===== config.mk =====
export PLATFORM = sky130hd
export DESIGN_NAME = rf_wb_arbiter
export DESIGN_NICKNAME = d
export VERILOG_FILES = /design/src/rtl/rf_wb_pkg.sv /design/src/rtl/rf_scoreboard.sv /design/src/rtl/rf_wb_arbiter.sv
export SDC_FILE = /design/constraint.sdc
export NUM_CORES = 1
export LEC_CHECK = 0
export CAP_MARGIN = 20
export CORE_MARGIN = 10
export CORE_UTILIZATION = 38
export CTS_CLUSTER_SIZE = 16
export DETAILED_ROUTE_END_ITERATION = 10
export PLACE_DENSITY_LB_ADDON = 0.08
export SYNTH_ARGS = -nofsm -noshare
export SYNTH_HDL_FRONTEND = slang
export SYNTH_SLANG_ARGS = --single-unit
export TNS_END_PERCENT = 20

===== constraint.sdc =====
create_clock -name clk -period 1.4 [get_ports clk]
set_clock_uncertainty 0.05 [all_clocks]
set_input_delay 0.14 -clock clk [delete_from_list [all_inputs] [get_ports clk]]
set_output_delay 0.14 -clock clk [all_outputs]
set_load 0.03 [all_outputs]

===== src/rtl/rf_wb_pkg.sv =====
// rf_wb_pkg: shared widths and grant encodings for the register-file write-back path.
package rf_wb_pkg;

  localparam int DEF_DATA_W = 16;
  localparam int DEF_ADDR_W = 4;
  localparam int NUM_REGS   = 2**DEF_ADDR_W;

  typedef enum logic [1:0] {
    GNT_NONE = 2'd0,
    GNT_REQ0 = 2'd1,
    GNT_REQ1 = 2'd2
  } gnt_e;

endpackage


===== src/rtl/rf_scoreboard.sv =====
// rf_scoreboard: pending-write bitmap, reservation error pulse and RAW hazard detect.
// With RF_WB_BYPASS_EN, sources matching the in-flight write are forwarded instead.
module rf_scoreboard
  import rf_wb_pkg::*;
#(
  parameter int ADDR_W = DEF_ADDR_W
) (
  input  logic                 clk,
  input  logic                 reset,
  input  logic                 rsv_valid,
  input  logic [ADDR_W-1:0]    rsv_addr,
  input  logic                 wr_en,
  input  logic [ADDR_W-1:0]    wr_addr,
  input  logic [ADDR_W-1:0]    chk_addr1,
  input  logic [ADDR_W-1:0]    chk_addr2,
`ifdef RF_WB_BYPASS_EN
  output logic                 byp_hit1,
  output logic                 byp_hit2,
`endif
  output logic                 rsv_err,
  output logic                 hazard,
  output logic [2**ADDR_W-1:0] pending
);

  localparam int NR = 2**ADDR_W;

  logic [NR-1:0] set_vec;
  logic [NR-1:0] clr_vec;
  logic          clr_hit;

  always_comb begin
    set_vec = '0;
    clr_vec = '0;
    if (rsv_valid) set_vec[rsv_addr] = 1'b1;
    if (wr_en)     clr_vec[wr_addr]  = 1'b1;
  end

  assign clr_hit = wr_en && (wr_addr == rsv_addr);

  // Set is applied after clear so a same-edge reserve wins.
  always_ff @(posedge clk or posedge reset) begin
    if (reset) begin
      pending <= '0;
      rsv_err <= 1'b0;
    end else begin
      pending <= (pending & ~clr_vec) | set_vec;
      rsv_err <= rsv_valid && pending[rsv_addr] && !clr_hit;
    end
  end

`ifdef RF_WB_BYPASS_EN
  assign byp_hit1 = wr_en && (wr_addr == chk_addr1);
  assign byp_hit2 = wr_en && (wr_addr == chk_addr2);
  assign hazard   = (pending[chk_addr1] && !byp_hit1)
                 || (pending[chk_addr2] && !byp_hit2);
`else
  assign hazard = pending[chk_addr1] || pending[chk_addr2];
`endif

endmodule


===== src/rtl/rf_wb_arbiter.sv =====
// rf_wb_arbiter: two-requester write-back arbiter driving the register-file write port.
// Optional RF_WB_BYPASS_EN adds byp_hit1/byp_hit2/byp_data forwarding outputs.
module rf_wb_arbiter
  import rf_wb_pkg::*;
#(
  parameter int DATA_W       = DEF_DATA_W,
  parameter int ADDR_W       = DEF_ADDR_W,
  parameter int STARVE_LIMIT = 3
) (
  input  logic                 clk,
  input  logic                 reset,
  input  logic                 req0_valid,
  input  logic [ADDR_W-1:0]    req0_addr,
  input  logic [DATA_W-1:0]    req0_data,
  output logic                 req0_ready,
  input  logic                 req1_valid,
  input  logic [ADDR_W-1:0]    req1_addr,
  input  logic [DATA_W-1:0]    req1_data,
  output logic                 req1_ready,
  input  logic                 rsv_valid,
  input  logic [ADDR_W-1:0]    rsv_addr,
  output logic                 rsv_err,
  input  logic [ADDR_W-1:0]    chk_addr1,
  input  logic [ADDR_W-1:0]    chk_addr2,
  output logic                 hazard,
`ifdef RF_WB_BYPASS_EN
  output logic                 byp_hit1,
  output logic                 byp_hit2,
  output logic [DATA_W-1:0]    byp_data,
`endif
  output logic [2**ADDR_W-1:0] pending,
  output logic                 rf_we,
  output logic [ADDR_W-1:0]    rf_waddr,
  output logic [DATA_W-1:0]    rf_wdata
);

  localparam logic [2:0] LIMIT = 3'(STARVE_LIMIT);

  gnt_e       gnt;
  logic [2:0] starve_cnt;
  logic [2:0] starve_nxt;

  // req1 only beats a valid req0 once it has lost LIMIT times in a row.
  always_comb begin
    gnt = GNT_NONE;
    if (req1_valid && (!req0_valid || starve_cnt == LIMIT))
      gnt = GNT_REQ1;
    else if (req0_valid)
      gnt = GNT_REQ0;
  end

  assign req0_ready = (gnt == GNT_REQ0);
  assign req1_ready = (gnt == GNT_REQ1);

  always_comb begin
    starve_nxt = '0;
    if (req1_valid && gnt == GNT_REQ0)
      starve_nxt = (starve_cnt == LIMIT) ? LIMIT : starve_cnt + 3'd1;
  end

  always_ff @(posedge clk or posedge reset) begin
    if (reset) begin
      rf_we      <= 1'b0;
      rf_waddr   <= '0;
      rf_wdata   <= '0;
      starve_cnt <= '0;
    end else begin
      rf_we      <= (gnt != GNT_NONE);
      starve_cnt <= starve_nxt;
      unique case (gnt)
        GNT_REQ0: begin
          rf_waddr <= req0_addr;
          rf_wdata <= req0_data;
        end
        GNT_REQ1: begin
          rf_waddr <= req1_addr;
          rf_wdata <= req1_data;
        end
        default: ;
      endcase
    end
  end

`ifdef RF_WB_BYPASS_EN
  assign byp_data = rf_wdata;
`endif

  rf_scoreboard #(
    .ADDR_W(ADDR_W)
  ) u_sb (
    .clk      (clk),
    .reset    (reset),
    .rsv_valid(rsv_valid),
    .rsv_addr (rsv_addr),
    .wr_en    (rf_we),
    .wr_addr  (rf_waddr),
    .chk_addr1(chk_addr1),
    .chk_addr2(chk_addr2),
`ifdef RF_WB_BYPASS_EN
    .byp_hit1 (byp_hit1),
    .byp_hit2 (byp_hit2),
`endif
    .rsv_err  (rsv_err),
    .hazard   (hazard),
    .pending  (pending)
  );

endmodule


==> out/results.ini <==
[status]
status=complete, but fails checks
violations=negative setup slack

[detailed_routing]
drc_errors=0
routed_wl_mm=7.75
vias=2164
drt-initial-drc-count=144
ant_nets=0
viasPerCell=5.25
drtPass1Iterations=4
wl_per_cell_um=18.8

[yosys]
syn-cell-area_um2=2170
synth_fp_nets=245
ys_seq_elements=41
synth_area_per_cell_um2=11.6
synth.distinct_cells=32
postSynthCellCount=187
synth.top_cells.by_area=dfrtp_1 (47%), a22o_1 (8.1%), mux4_2 (7.3%)
ys_seq_area_frac=0.472
synth_top_cell_by_area=dfrtp_1
synth_top_area_share=0.472
yosys_warnings=0

[worst_setup_path]
critPathKind=reg -> out
cp_data_required_time_ns=1.21
crit_fanout=3
cp_data_arrival_time_ns=1.72
cp-start-kind=flip-flop
critPathCaptureType=output pin

[placed_design]
place_congestion=0.920
dp_slack_ns=-1.07
io_buffer_count=97
dp_hpwl_mm=5.96
place_area_um2=3560

[finish]
seqCellArea_um2=1040
fill_cells=451
utilization=0.683
final_area_um2=3780
drive_gt1_frac=0.341
multi_input_area_um2=1140
num-nets-final=397
diodes=0
syn_to_final_growth_pct=74.2

[clock_tree]
cts_sinks=41
clk_pin_slew_worst_paths_ns=0.09
cts_tree=built
htree_levels=2
cts_root_buf=clkbuf_8
clock_latency_ns=0.29
clk_path_buf_depth=2
hold_buffers=0
cts_buffers=5

[global_routing]
grt_pass1_wl_mm=11.6
gr-usage-all-layers=0.161
antenna_found_initial=0
gr-total-overflow=0
grt_start_max_net_pins=31
grt_pass1_vias=2271

[power_and_ir_drop]
max-vdd-ir-drop_v=0.000765
cellLeakagePower_uw=0.00178
power.density_nw_per_um2=1320

[die]
core.rowCount=27
die_w_um=95.6
die_h_um=95.6
io_pins=98
coreArea_um2=5540
dieArea_um2=9140
initial_core_util=0.392

[sta]
slew-limit-headroom=0.694
setup_tns_ns=-4.28
rsz0062_at_grt=yes
final.min_clock_period_ns=1.91
setup_viol=24
slew_violations=0
tightest_slew_ns=0.453
setup_ws_ns=-0.509
clock.fmax_mhz=524
finalCritPeriodShare=1.36
hold_viol_final=0

[run]
drv_cap=0

[worst_hold_path]
hold_path.class=in -> async

[synth_stat cells (all sizes together)]
cell     n
nand2   15
and4b    1
nand3    5
ha       1
xor2     3
a21o    20
a31oi    1
o41ai    1
nor2b    3
clkbuf   4
or3b     1
nand3b   2
mux2     1
buf      4
nor2     6
or2      2
inv      3
mux2i    3
dfrtp   41
a21boi   1
a22o    20
o21ai   29
a211oi   1
and2     1
nand2b   4
xnor2    1
mux4    12
a22oi    1
[path summary, 6_finish.rpt]
| path | from | endpoint | slack, ns | depth (start not counted) |
|---|---|---|---|---|
| worst min register to register | starve_cnt[0]$_DFF_PP0_ | starve_cnt[0]$_DFF_PP0_ | 0.40 | 1 |
| worst max-delay path | u_sb.pending[10]$_DFF_PP0_ | hazard | -0.51 | 5 |
| max in group asynchronous | reset | u_sb.pending[0]$_DFF_PP0_ | 0.95 | 3 |
| worst max register to register | starve_cnt[0]$_DFF_PP0_ | rf_wdata[14]$_DFFE_PP0P_ | -0.22 | 8 |
| worst min-delay path | reset | u_sb.pending[7]$_DFF_PP0_ | 0.16 | 3 |
| min in group clk | req0_addr[1] | rf_waddr[1]$_DFFE_PP0P_ | 0.38 | 2 |
[critical path, stage by stage (launching register included)]
cell	delay (ns)
dfrtp_1	0.44
mux4_2	0.47
mux2i_1	0.15
mux2_4	0.18
o21ai_4	0.05
buf_6	0.13
[registers in the layout (all words and copies together), names as in the netlist]
register / count
rf_wdata: 16
u_sb.pending: 16
rf_waddr: 4
starve_cnt: 3
rf_we: 1
u_sb.rsv_err: 1
[power breakdown]
| part | total (uW) | switching (uW) | internal, uW |
|---|---|---|---|
| logic | 2550 | 1240 | 1310 |
| clock network | 761 | 417 | 344 |
| registers | 1680 | 236 | 1440 |
| total | 4990 | 1900 | 3100 |
[metal layers]
layer / share of wire / up-vias / global-route usage
li1: - / 1018 / -
met1: 0.43 / 1048 / 0.195
met2: 0.49 / 92 / 0.267
met3: 0.078 / 6 / 0.0597
met4: 0.0076 / 0 / 0.0356
met5: 0 / - / 0
[cell usage in the layout, fill, tap and decap left out, types with 9 or more instances in the layout]
master | netlist | routed
dfrtp_2 | 0 | 9
mux4_2 | 7 | 11
buf_4 | 1 | 58
o21ai_0 | 28 | 27
a22o_1 | 20 | 20
nand2_1 | 15 | 15
dlygate4sd2_1 | 0 | 24
buf_6 | 0 | 9
a21o_1 | 20 | 20
clkdlybuf4s50_1 | 0 | 54
dfrtp_1 | 41 | 32
[through the flow]
step,total power [uW],cells,hold WS (ns)
5_1_grt,5250,412,0.169
4_1_cts,4950,407,0.160
6_report,4990,412,0.164
2_1_floorplan,2820,187,0.206
3_3_place_gp,4140,392,0.371
3_5_place_dp,4180,392,0.381
[cell type report]
type | count | share of cell area
Timing Repair Buffer | 153 | 0.374
Clock inverter | 3 | 0.00463
Tap cell | 72 | 0.0238
Sequential cell | 41 | 0.274
Multi-Input combinational cell | 135 | 0.302
Clock buffer | 5 | 0.0182
Inverter | 3 | 0.00298
[logic make-up (layout without fill, tap and decap cells)]
| family | after synthesis | after routing | synth area share |
|---|---|---|---|
| compound gates | 74 | 74 | 0.236 |
| fa+ha+maj | 1 | 1 | 0.00576 |
| flops | 41 | 41 | 0.472 |
| simple gates | 40 | 40 | 0.0956 |
| buf+inv | 11 | 164 | 0.0224 |
| mux | 16 | 16 | 0.152 |
| xor+xnor | 4 | 4 | 0.0161 |
[repair_timing]
item / CTS / global route
setup endpoints to repair: 55 / 26
resized for setup: 53 / 20
buffers inserted: 7 / 6
cloned: 0 / 3
pin swaps: 25 / 4
Note: power is estimated with default switching activity, not from simulation.
